### src/rtl/audio_io_port_if.sv
// audio_io_port_if: cpu data-bus port of the audio I/O unit
//   ram_r  : read strobe, pops RX FIFO when addressed
//   ram_w  : write strobe
//   addr   : word address
//   wdata  : write data
//   rdata  : registered read data, valid the cycle after ram_r
interface audio_io_port_if #(
   parameter int DWIDTH = 32
);
   logic              ram_r;
   logic              ram_w;
   logic [7:0]        addr;
   logic [DWIDTH-1:0] wdata;
   logic [DWIDTH-1:0] rdata;
   modport master (output ram_r, ram_w, addr, wdata, input rdata);
   modport slave  (input ram_r, ram_w, addr, wdata, output rdata);
endinterface

### src/rtl/audio_io_port.sv
// audio_io_port: memory-mapped multi-channel audio I/O with RX/TX FIFOs, DAC pacing and sticky error flags
//   i_clk, i_rst    : clock, asynchronous active-high reset
//   bus             : cpu bus slave (ram_r, ram_w, addr, wdata -> rdata)
//   i_adc_valid/ch/data : ADC sample strobe, channel, two's complement sample
//   i_dac_tick      : sample-rate strobe, pops every TX FIFO into o_dac_out
//   o_dac_out       : channel c at [c*SWIDTH +: SWIDTH]
//   o_dac_valid     : pulses one cycle after o_dac_out updates
//   o_irq           : level interrupt, only when AUDIO_IO_IRQ_EN is defined
// Map: 0x00+c RX_DATA, 0x10+c TX_DATA, 0x20 STATUS, 0x21 CLEAR, 0x22 IRQ_MASK (AUDIO_IO_IRQ_EN)
module audio_io_port #(
   parameter int DWIDTH = 32,
   parameter int SWIDTH = 20,
   parameter int NCH    = 2,
   parameter int DEPTH  = 8,
   localparam int CW    = (NCH > 1) ? $clog2(NCH) : 1
) (
   input  logic                    i_clk,
   input  logic                    i_rst,
   audio_io_port_if.slave          bus,
   input  logic                    i_adc_valid,
   input  logic [CW-1:0]           i_adc_ch,
   input  logic [SWIDTH-1:0]       i_adc_data,
   input  logic                    i_dac_tick,
   output logic [NCH*SWIDTH-1:0]   o_dac_out,
   output logic                    o_dac_valid,
   output logic                    o_irq
);
   localparam int AW = $clog2(DEPTH);
   localparam int NW = AW + 1;
   logic [NCH-1:0]    w_rx_ne, w_tx_full, w_rx_ovf, w_und;
   logic [SWIDTH-1:0] w_rx_head [NCH];
   logic [31:0]       w_status, w_clr;
   logic [DWIDTH-1:0] w_rdata, r_rdata;
   logic              r_tick_q, r_dac_valid;
   assign w_clr    = (bus.ram_w && bus.addr == 8'h21) ? 32'(bus.wdata) : '0;
   assign w_status = {8'(w_und), 8'(w_rx_ovf), 8'(w_tx_full), 8'(w_rx_ne)};
   for (genvar c = 0; c < NCH; c++) begin : g_ch
      logic [SWIDTH-1:0] r_rx_mem [DEPTH];
      logic [SWIDTH-1:0] r_tx_mem [DEPTH];
      logic [AW-1:0]     r_rx_wp, r_rx_rp, r_tx_wp, r_tx_rp;
      logic [NW-1:0]     r_rx_cnt, r_tx_cnt;
      logic [SWIDTH-1:0] r_dac;
      logic              r_rx_ovf, r_und;
      logic              w_rx_pop_req, w_rx_push_req, w_tx_push_req;
      logic              w_rx_pop, w_rx_push, w_tx_pop, w_tx_push;
      assign w_rx_pop_req  = bus.ram_r && bus.addr == 8'(c);
      assign w_rx_push_req = i_adc_valid && i_adc_ch == CW'(c);
      assign w_tx_push_req = bus.ram_w && bus.addr == 8'(16 + c);
      // pops never bypass: an empty FIFO underruns even if a push lands this cycle
      assign w_rx_pop  = w_rx_pop_req && r_rx_cnt != '0;
      assign w_tx_pop  = i_dac_tick && r_tx_cnt != '0;
      // a same-cycle pop frees a slot, so a full FIFO still accepts the push
      assign w_rx_push = w_rx_push_req && (r_rx_cnt != NW'(DEPTH) || w_rx_pop);
      assign w_tx_push = w_tx_push_req && (r_tx_cnt != NW'(DEPTH) || w_tx_pop);
      always_ff @(posedge i_clk or posedge i_rst) begin
         if (i_rst) begin
            r_rx_wp  <= '0;
            r_rx_rp  <= '0;
            r_tx_wp  <= '0;
            r_tx_rp  <= '0;
            r_rx_cnt <= '0;
            r_tx_cnt <= '0;
            r_dac    <= '0;
            r_rx_ovf <= 1'b0;
            r_und    <= 1'b0;
         end else begin
            if (w_rx_push) r_rx_wp <= r_rx_wp + 1'b1;
            if (w_rx_pop)  r_rx_rp <= r_rx_rp + 1'b1;
            if (w_tx_push) r_tx_wp <= r_tx_wp + 1'b1;
            if (w_tx_pop)  r_tx_rp <= r_tx_rp + 1'b1;
            if (w_tx_pop)  r_dac   <= r_tx_mem[r_tx_rp];
            r_rx_cnt <= r_rx_cnt + NW'(w_rx_push) - NW'(w_rx_pop);
            r_tx_cnt <= r_tx_cnt + NW'(w_tx_push) - NW'(w_tx_pop);
            // set terms are OR-ed after the clear mask so a same-cycle set wins
            r_rx_ovf <= (w_rx_push_req && !w_rx_push) | (r_rx_ovf & ~w_clr[16+c]);
            r_und    <= (w_rx_pop_req && !w_rx_pop) | (i_dac_tick && !w_tx_pop) | (r_und & ~w_clr[24+c]);
         end
      end
      always_ff @(posedge i_clk) begin
         if (w_rx_push) r_rx_mem[r_rx_wp] <= i_adc_data;
         if (w_tx_push) r_tx_mem[r_tx_wp] <= bus.wdata[SWIDTH-1:0];
      end
      assign w_rx_ne[c]                   = r_rx_cnt != '0;
      assign w_tx_full[c]                 = r_tx_cnt == NW'(DEPTH);
      assign w_rx_ovf[c]                  = r_rx_ovf;
      assign w_und[c]                     = r_und;
      assign w_rx_head[c]                 = r_rx_mem[r_rx_rp];
      assign o_dac_out[c*SWIDTH +: SWIDTH] = r_dac;
   end
`ifdef AUDIO_IO_IRQ_EN
   logic [31:0] r_irq_mask;
   logic        r_irq;
   always_ff @(posedge i_clk or posedge i_rst) begin
      if (i_rst) begin
         r_irq_mask <= '0;
         r_irq      <= 1'b0;
      end else begin
         if (bus.ram_w && bus.addr == 8'h22) r_irq_mask <= 32'(bus.wdata);
         r_irq <= |(w_status & r_irq_mask);
      end
   end
   assign o_irq = r_irq;
`else
   assign o_irq = 1'b0;
`endif
   always_comb begin
      w_rdata = '0;
      for (int i = 0; i < NCH; i++)
         if (bus.addr == 8'(i) && w_rx_ne[i]) w_rdata = DWIDTH'($signed(w_rx_head[i]));
      if (bus.addr == 8'h20) w_rdata = DWIDTH'(w_status);
`ifdef AUDIO_IO_IRQ_EN
      if (bus.addr == 8'h22) w_rdata = DWIDTH'(r_irq_mask);
`endif
   end
   // dac_out updates on the edge after the tick; dac_valid follows one cycle later
   always_ff @(posedge i_clk or posedge i_rst) begin
      if (i_rst) begin
         r_rdata     <= '0;
         r_tick_q    <= 1'b0;
         r_dac_valid <= 1'b0;
      end else begin
         if (bus.ram_r) r_rdata <= w_rdata;
         r_tick_q    <= i_dac_tick;
         r_dac_valid <= r_tick_q;
      end
   end
   assign bus.rdata   = r_rdata;
   assign o_dac_valid = r_dac_valid;
endmodule

### src/flat_wrapper.sv
// flat-port wrapper written by rule: the top's interface ports become plain ports
module audio_io_port_flat 
#(
   parameter int DWIDTH = 32,
   parameter int SWIDTH = 20,
   parameter int NCH    = 2,
   parameter int DEPTH  = 8,
   localparam int CW    = (NCH > 1) ? $clog2(NCH) : 1
)
  (i_clk, i_rst, i_adc_valid, i_adc_ch, i_adc_data, i_dac_tick, o_dac_out, o_dac_valid, o_irq, bus_ram_r, bus_ram_w, bus_addr, bus_wdata, bus_rdata);
  audio_io_port_if #(.DWIDTH(DWIDTH)) bus_i ();
  input  logic i_clk;
  input  logic i_rst;
  input  logic i_adc_valid;
  input  logic [CW-1:0] i_adc_ch;
  input  logic [SWIDTH-1:0] i_adc_data;
  input  logic i_dac_tick;
  output logic [NCH*SWIDTH-1:0] o_dac_out;
  output logic o_dac_valid;
  output logic o_irq;
  input wire logic [$bits(bus_i.ram_r)-1:0] bus_ram_r;
  input wire logic [$bits(bus_i.ram_w)-1:0] bus_ram_w;
  input wire logic [$bits(bus_i.addr)-1:0] bus_addr;
  input wire logic [$bits(bus_i.wdata)-1:0] bus_wdata;
  output wire logic [$bits(bus_i.rdata)-1:0] bus_rdata;
  assign bus_i.ram_r = bus_ram_r;
  assign bus_i.ram_w = bus_ram_w;
  assign bus_i.addr = bus_addr;
  assign bus_i.wdata = bus_wdata;
  assign bus_rdata = bus_i.rdata;
  audio_io_port #(.DWIDTH(DWIDTH), .SWIDTH(SWIDTH), .NCH(NCH), .DEPTH(DEPTH)) u_core (.i_clk(i_clk), .i_rst(i_rst), .bus(bus_i), .i_adc_valid(i_adc_valid), .i_adc_ch(i_adc_ch), .i_adc_data(i_adc_data), .i_dac_tick(i_dac_tick), .o_dac_out(o_dac_out), .o_dac_valid(o_dac_valid), .o_irq(o_irq));
endmodule
### config.mk
export PLATFORM = sky130hd
export DESIGN_NAME = audio_io_port_flat
export DESIGN_NICKNAME = d
export VERILOG_FILES = /design/src/rtl/audio_io_port_if.sv /design/src/rtl/audio_io_port.sv /design/src/flat_wrapper.sv
export SDC_FILE = /design/constraint.sdc
export NUM_CORES = 1
export LEC_CHECK = 0
export ABC_AREA = 0
export CORE_MARGIN = 1
export CORE_UTILIZATION = 60
export CTS_CLUSTER_SIZE = 20
export DETAILED_ROUTE_END_ITERATION = 10
export PLACE_DENSITY = 0.8
export SYNTH_ARGS = -nofsm -noshare
export SYNTH_HDL_FRONTEND = slang
export SYNTH_SLANG_ARGS = --single-unit
### constraint.sdc
create_clock -name i_clk -period 9.7 [get_ports i_clk]
set_input_delay 1.94 -clock i_clk [delete_from_list [all_inputs] [get_ports i_clk]]
set_output_delay 1.94 -clock i_clk [all_outputs]
set_load 0.01 [all_outputs]
# After elaboration in Yosys (flattened, before gate mapping)
# Memories as Yosys holds them, arrays and structs flattened. A register that Yosys moved wholly into a read port is not among the register bits.
# Index checks and enable logic that the tools add are counted.
# classes
add_sub_neg,16
eq_ne,11
muxes,12
bitwise_logic,15
n_reduce_logical,38
# op_table
op,n
32-bit 2-to-1 mux,3
26-bit 2-to-1 mux,1
3-bit by 1-bit adder with 3-bit output (second input constant),8
1-bit logical AND,23
4-bit by 1-bit adder with 4-bit output,4
8-bit by 5-bit equality test with 1-bit output (second input constant),2
8-bit by 6-bit equality test with 1-bit output (second input constant),2
4-bit != test (second input constant),4
4-bit nonzero test,4
4-bit by 1-bit subtractor with 4-bit output,4
4-bit equality test (second input constant),2
8-bit by 1-bit equality test with 1-bit output (second input constant),1
8-bit zero test,1
1-bit 2-to-1 mux,8
1-bit zero test,6
1-bit bitwise OR,6
1-bit inverter,5
1-bit AND,4
1-bit logical OR,4
# word_totals
ff_bits,78
ramBits,640
output_inout_bits,74
memories,4
# memory_table
name,depth,word_bits,read_ports,rd_clocked_by_memory_dff,write_ports,line,source
u_core.g_ch[0].r_rx_mem,8,20,1,0,1,audio_io_port.sv:38,logic [SWIDTH-1:0] r_rx_mem [DEPTH];
u_core.g_ch[0].r_tx_mem,8,20,1,1,1,audio_io_port.sv:39,logic [SWIDTH-1:0] r_tx_mem [DEPTH];
u_core.g_ch[1].r_rx_mem,8,20,1,0,1,audio_io_port.sv:38,
u_core.g_ch[1].r_tx_mem,8,20,1,1,1,audio_io_port.sv:39,

# Longest topological paths before layout
# logic_depth
depth_word,8
ltp_mapped,11
depth_no_buf,10

# Worst setup path after synthesis
# No wires, ideal clock.
# synth_timing
path_type,input-to-reg
startpoint,input port bus_addr[1]
endpoint,"memory u_core.g_ch[1].r_tx_mem[1][0], enable pin"
t_arrival_ns,5.072
path_slack_ns,4.180
cell_stages,4
n_path_buf,1
path_cell_list,or4b_4 > a311oi_1 > buf_2 > nor4bb_1
# synth_via
elab_chain_cells,5
# synth_rtl
item,line,source
start: declaration,flat_wrapper.sv:23,input wire logic [$bits(bus_i.addr)-1:0] bus_addr;
8-bit by 5-bit equality test with 1-bit output,audio_io_port.sv:48,assign w_tx_push_req = bus.ram_w && bus.addr == 8'(16 + c);
1-bit logical AND,audio_io_port.sv:48,
1-bit logical AND,audio_io_port.sv:54,assign w_tx_push = w_tx_push_req && (r_tx_cnt != NW'(DEPTH) || w_tx_pop);
net u_core.g_ch[1].w_tx_push,audio_io_port.sv:45,"logic w_rx_pop, w_rx_push, w_tx_pop, w_tx_push;"
1-bit 2-to-1 mux,audio_io_port.sv:81,if (w_tx_push) r_tx_mem[r_tx_wp] <= bus.wdata[SWIDTH-1:0];
1-bit 2-to-1 mux (implied by the code),audio_io_port.sv:81,
end: declaration,audio_io_port.sv:39,
# The timed path passes the listed nets, and every way through them passes these cells.

# Worst setup path after layout
# layout_timing
startpoint,input port bus_ram_r
endpoint,"memory u_core.g_ch[1].r_rx_mem[3][12], enable pin"
# layout_via
elab_chain_cells,6
# layout_rtl
item,line,source
start: declaration,flat_wrapper.sv:21,input wire logic [$bits(bus_i.ram_r)-1:0] bus_ram_r;
1-bit logical AND,audio_io_port.sv:46,assign w_rx_pop_req = bus.ram_r && bus.addr == 8'(c);
1-bit logical AND,audio_io_port.sv:50,assign w_rx_pop = w_rx_pop_req && r_rx_cnt != '0;
1-bit logical OR,audio_io_port.sv:53,assign w_rx_push = w_rx_push_req && (r_rx_cnt != NW'(DEPTH) || w_rx_pop);
1-bit logical AND,audio_io_port.sv:53,
1-bit 2-to-1 mux,audio_io_port.sv:80,if (w_rx_push) r_rx_mem[r_rx_wp] <= i_adc_data;
1-bit 2-to-1 mux (implied by the code),audio_io_port.sv:80,
end: declaration,audio_io_port.sv:38,
# No other way between the ends.

==> flow_summary.yaml <==
critical_path:
  cp-startpoint: "bus_ram_r"
  crit_path_end_kind: "register"
  rr_worst_depth: 6
  start_kind: "input pin"
  cp_max_fo: 20
  crit_type: "in -> reg"
  arrival_ps: 5170
  worstPathRequired_ps: 9950
  reg2reg_from: "u_core.g_ch[1].r_tx_cnt[2]"
pwr:
  power_frac_clock: 0.339
  leakagePower_uw: 0.0113
  ir_drop_mv: 0.151
  switchingPower_uw: 2170
  combinationalPowerShare: 0.185
  swShare: 0.260
  p_per_area_mw_per_mm2: 248
  pwr-share-seq: 0.476
  p_int_uw: 6190
cells_and_area:
  area_growth_pct: 15.4
  stdcell_count: 2266
  drive_gt1_frac: 0.209
  finalInstanceArea_sq_mm: 0.0337
  nFillCells: 2729
  fin_nets: 1694
placed_design:
  port_buffers: 129
  dp_cells: 2131
  place_area_sq_mm: 0.0313
  dp_hpwl_mm: 35.0
  pre_cts_ws_ps: 4350
  globalplace.congestion: 0.759
route:
  ant_nets: 0
  vias: 14600
  drcViolationCount: 0
  dr.pass1.iters: 5
  routed_wl_mm: 64.1
  drt_iter0_drc: 1397
  routed_via_density: 6.44
  wl_per_cell_microns: 28.3
sta:
  hold_viol: 0
  clock_skew_ps: 25.4
  fmax_mhz: 203
  tightest_slew_ps: 1230
  slew_headroom: 0.181
  period_needed_ps: 4920
  tns_ps: 0
  hold_slack_ps: 349
  setup_ws_ps: 4780
  post-route-period-util: 0.507
  setup_viol: 0
  slew_viol_final: 0
  rsz0062_at_grt: "false"
global_routing:
  overflow: 0
  grt_pass1_wl_mm: 95.1
  grt_usage: 0.265
  antenna_found_initial: 3
  grt_max_degree: 49
  grt_pass1_vias: 15300
cts:
  post_cts_buffers: 0
  cts_resized: 0
  cts_tree: "yes"
  cts_hold_buf: 0
  insertion_delay_ps: 610
  clockBufferDepth: 3
  cts.clk_slew.worst_paths_ps: 60
  cts-htree-levels: 3
  cts_buffers: 73
  cts-root-buf: "clkbuf_16"
  cts_num_sinks: 748
yosys:
  syn_avg_cell_area_sq_um: 20.4
  synthDistinctLibCells: 65
  syn_area_sq_mm: 0.0292
  ys.flop_type: "edfxtp_1"
  synthArstFlopShare: 0.144
  synth-edff-count: 640
  synth_top_cells_by_area: "edfxtp_1, mux4_2, dfrtp_1"
  syn-num-nets: 1539
  synth_top_area_frac: 0.657
  syn_inst: 1436
  synth_warnings: 0
  synth-seq-area-share: 0.750
  yosysTopAreaCell: "edfxtp_1"
  synth-seq-cells: 748
floorplanning:
  start_util: 0.610
  die_h_microns: 223
  rows: 80
  io_pins: 141
  coreArea_sq_mm: 0.0479
  design.die.area_sq_mm: 0.0496
  die_w_microns: 223
status:
  outcome: "finished clean"
worst_hold_path:
  hp-class: "reg -> reg"
  min_from: "u_core.r_tick_q"
  hold_depth: 0
flow_run:
  cap_violations: 0
[cell usage in the layout, fill, tap and decap left out, drive strengths merged, types with 13 or more instances in the layout]
cell type / count
nand2: 65
inv: 38
o2bb2ai: 15
dfrtp: 108
clkbuf: 99
clkinv: 25
mux4: 160
mux2i: 80
nor2: 28
o21ai: 42
o22a: 14
xor2: 13
buf: 39
edfxtp: 640
clkdlybuf4s50: 129
ha: 32
[routing by layer]
metal	GRT usage	wire length, microns	vias up	share of wire
met5	0	0	-	0
met3	0.0454	5090	110	0.079
met4	0.101	1700	0	0.027
met1	0.360	24700	7688	0.38
met2	0.438	32600	699	0.51
li1	-	-	6085	-
[state kept, by name (all words and copies together), names as in the netlist]
signal and flops:
u_core.bus.rdata 22, u_core.g_ch.r_dac 40, u_core.g_ch.r_rx_cnt 8, u_core.g_ch.r_rx_mem 320
u_core.g_ch.r_rx_ovf 2, u_core.g_ch.r_rx_rp 6, u_core.g_ch.r_rx_wp 6, u_core.g_ch.r_tx_cnt 8
u_core.g_ch.r_tx_mem 320, u_core.g_ch.r_tx_rp 6, u_core.g_ch.r_tx_wp 6, u_core.g_ch.r_und 2
u_core.o_dac_valid 1, u_core.r_tick_q 1
[stage by stage]
step                       util  total power, uW
after detailed placement  0.654             5560
after CTS                 0.704             8400
after global placement    0.654             5490
after floorplan               -             4980
after global routing      0.704             8640
final                     0.704             8360
[cells by family after synthesis]
logic type,count (synthesis),share of synthesized area
buffers and inverters,125,0.0188
xor gates and xnor gates,24,0.00719
and+or+nand+nor,150,0.0287
adders and majority gates,36,0.0164
other,1,0.000128
muxes,246,0.153
DFF,748,0.750
AOI/OAI and AO/OA,106,0.0263
[cell type report]
type                            count  area [sq um]  share of cell area
Inverter                           37           141             0.00419
Clock inverter                     34           345              0.0102
Antenna cell                        2          5.00            0.000148
Sequential cell                   748         21900               0.650
Tap cell                          615           769              0.0228
Timing Repair Buffer              168          1580              0.0470
Multi-Input combinational cell    563          6930               0.205
Clock buffer                       99          2040              0.0604
[worst max-delay path, stage by stage]
cell and delay [ps]:
clkdlybuf4s50_1 990, inv_2 460, o41ai_4 550, nand3_2 450, nor4b_4 350, buf_4 410
[synthesized netlist by cell type, types with 4 or more instances]
| master | n |
|---|---|
| xor2_1 | 13 |
| mux2i_1 | 80 |
| o21ai_0 | 40 |
| a21o_1 | 4 |
| xnor2_1 | 11 |
| dfrtp_1 | 108 |
| a21oi_1 | 5 |
| mux4_2 | 160 |
| clkbuf_1 | 34 |
| buf_1 | 22 |
| o2bb2ai_1 | 15 |
| buf_4 | 11 |
| o31a_1 | 6 |
| ha_1 | 32 |
| edfxtp_1 | 640 |
| nor2_1 | 28 |
| a31oi_1 | 6 |
| fa_1 | 4 |
| o22a_1 | 14 |
| buf_2 | 19 |
| and4b_1 | 6 |
| inv_1 | 35 |
| nor3_1 | 7 |
| and3_1 | 4 |
| nand2_1 | 65 |
[power groups by stage]
| stage | Combinational [uW] | Clock [uW] | Sequential, uW |
|---|---|---|---|
| detailed placement | 1530 | 0 | 4030 |
| CTS | 1570 | 2850 | 3980 |
| finish | 1540 | 2830 | 3980 |
| floorplan | 1020 | 0 | 3970 |
| global placement | 1470 | 0 | 4020 |
| global route | 1660 | 2980 | 4000 |
[path summary, 6_finish.rpt]
path	to	slack (ps)
worst max-delay path	u_core.g_ch[1].r_rx_mem[3][12]	4780
worst min-delay path	u_core.o_dac_valid	350
worst max register to register	u_core.g_ch[1].r_tx_mem[7][3]	6570
worst min register to register	u_core.o_dac_valid	350
max in group asynchronous	u_core.g_ch[0].r_rx_rp[1]	6360
min in group asynchronous	u_core.bus.rdata[4]	1660
(Power assumes the default switching activity.)
==> RTL edit (config.mk and constraints unchanged) <==
The option `AUDIO_IO_IRQ_EN` is turned on by a define.
--- a/src/rtl/audio_io_port.sv
+++ b/src/rtl/audio_io_port.sv
@@ -8,4 +8,6 @@
 //   o_irq           : level interrupt, only when AUDIO_IO_IRQ_EN is defined
 // Map: 0x00+c RX_DATA, 0x10+c TX_DATA, 0x20 STATUS, 0x21 CLEAR, 0x22 IRQ_MASK (AUDIO_IO_IRQ_EN)
+`define AUDIO_IO_IRQ_EN
+
 module audio_io_port #(
    parameter int DWIDTH = 32,
Function: changed (Yosys sat finds a counterexample within 4 cycles, from zero or initial values and one cycle with i_rst high).
==> RTL edit against the original RTL <==
Maximum frequency down 11%; clock skew up 1.2 ps; synthesized area up 5.9%; worst setup slack worse by 610 ps; highest routed layer is now met5; largest power group unchanged; sequential cell count up 43; power up 3.9%; combinational power up 9.7%; non-clock buffer count up 3; clock power up 2%; via count up 6.6%; final area up 5.7%; register-to-register slack worse by 510 ps; wire length up 5.8%; count of clock-buffer cells in the layout down 5; critical path type unchanged.
==> RTL edit: results (changes against the original RTL) <==
Logic synthesis
  – Gate count of the mapped netlist: 1564 (+8.9%)
  – Syn Nets: 1667 (+8.3%)
  – Cell types occupying the most area after synthesis: sky130_fd_sc_hd__edfxtp_1 (62%), sky130_fd_sc_hd__dfrtp_1 (12%), sky130_fd_sc_hd__mux4_2 (12%)
  – Distinct cell type count after synthesis: 55 (-15%)
  – Top cells by instance count after synthesis: sky130_fd_sc_hd__edfxtp_1 (640), sky130_fd_sc_hd__mux4_2 (160), sky130_fd_sc_hd__dfrtp_1 (151), sky130_fd_sc_hd__nand2_1 (79), sky130_fd_sc_hd__mux2i_1 (53)
  – Share of flip-flops with an asynchronous set or reset after synthesis: 0.191 (+0.0465)
  – Yosys warns: 0 (unchanged)
  – Sequential share of the synthesized area: 0.743 (-0.00708)

Routing
  – Number of DRC violations after detailed-routing iteration 0: 1433 (+2.6%)
  – Average wire per standard cell: 27.5 um (-2.8%)
  – Vias per cell: 6.31 (-2.0%)

Worst setup path
  – Max FO, Critical Path: 21 (+5.0%)
  – Standard cell with the maximum stage delay on the critical path: sky130_fd_sc_hd__nor2_2
  – Crit path DAT: 5730 ps (+560 ps)
  – Startpoint of the worst-slack reg-to-reg timing path: u_core.g_ch[1].r_rx_cnt[2]
  – Start point of the critical path: bus_addr[1]

Global routing
  – Wire length of the first global-routing pass: 101000 um (+6.4%)
  – Vias in the first global route: 16215 (+6.1%)
  – Number of antenna violations at the first check in global routing: 1 (-2)
  – Total routing usage reported by global routing: 0.265 (-0.000971)
  – Largest net degree at the start of global routing: 79 (+61%)

Final layout
  – Fillcell total: 2931 (+7.4%)
  – Count of antenna diodes in the layout: 0 (-2)
  – Number of standard cells in the final layout excluding fillers: 2466 (+8.8%)
  – Share of cells above drive strength 1: 0.227 (+0.0188)
  – Net count of the finished layout: 1838 (+8.5%)

Place
  – Final HPWL from detailed placement: 40000 um (+14%)
  – Placer Congestion: 0.865 (+14%)
  – Cell area after placement: 0.0332 sq mm (+6.0%)
  – Port bufs: 140 (+8.5%)
  – Placed cells: 2330 (+9.3%)

Timing
  – Post-route clock skew: 26.6 ps (+1.22 ps)
  – Normalized max-slew margin: 0.223 (+0.0420)

Clock network
  – Count of buffers added by post-CTS timing repair for setup: 0 (unchanged)
  – Number of buffers created by CTS: 75 (+2.7%)
  – Post-CTS clock slew at the launch and capture registers of the worst setup and hold paths: 60 ps (about the same)
  – H-tree depth: 3 (unchanged)

Power and ir drop
  – Leakage power figure: 12.4 nW (+9.3%)
  – IR Drop Worst-Case VDD: 0.177 mV (+18%)

Outcome
  – Run status: complete, no violations

Min path
  – Hold_sp: u_core.r_tick_q
## RTL edit: cells by family after synthesis
| group | Yosys count | share of synthesized area |
|---|---|---|
| AOI/OAI and AO/OA | 110 | 0.0225 |
| xor gates and xnor gates | 24 | 0.00679 |
| adders and majority gates | 36 | 0.0155 |
| buffers and inverters | 117 | 0.0163 |
| DFF | 791 | 0.743 |
| muxes | 285 | 0.163 |
| and+or+nand+nor | 201 | 0.0331 |
## RTL edit: final timing paths
kind	to	slack, ps	cells past startpoint
worst max-delay path	u_core.g_ch[1].r_rx_mem[7][6]	4170	5
max in group asynchronous	u_core.g_ch[1].r_rx_rp[0]	6340	3
worst min register to register	u_core.o_dac_valid	460	0
worst max register to register	u_core.g_ch[1].r_rx_mem[7][6]	6060	6
worst min-delay path	u_core.o_dac_valid	460	0
min in group asynchronous	u_core.g_ch[0].r_dac[16]	1850	2
## RTL edit: stage by stage
step | setup slack (ps) | utilization
2_1_floorplan | 3700 | -
3_3_place_gp | 3780 | 0.657
3_5_place_dp | 3620 | 0.657
4_1_cts | 4270 | 0.705
5_1_grt | 4030 | 0.705
6_report | 4170 | 0.705
## RTL edit: layout make-up
cell class / instances / area share
clock buffer: 94 / 0.0555
tap: 672 / 0.0236
clock inverter: 42 / 0.0123
timing repair buffer: 171 / 0.0458
inverter: 40 / 0.00435
sequential: 791 / 0.645
multi-input combinational: 656 / 0.213
## RTL edit: worst max-delay path, delay by kind of cell
| kind | cells | cell delay (ps) |
|---|---|---|
| buf+inv | 1 | 530 |
| compound gates | 1 | 440 |
| simple gates | 3 | 2790 |
## RTL edit: layer usage
metal  up-vias  GRT usage  share of wire
met4         2      0.106          0.040
met2       753      0.442           0.51
met3       123     0.0446          0.070
met1      8103      0.350           0.38
li1       6570          -              -
met5         -          0        0.00019
## RTL edit: power by group
part           switching (mW)  internal, mW
registers               0.155          3.96
logic                   0.877         0.808
clock network            1.22          1.67
total                    2.25          6.43
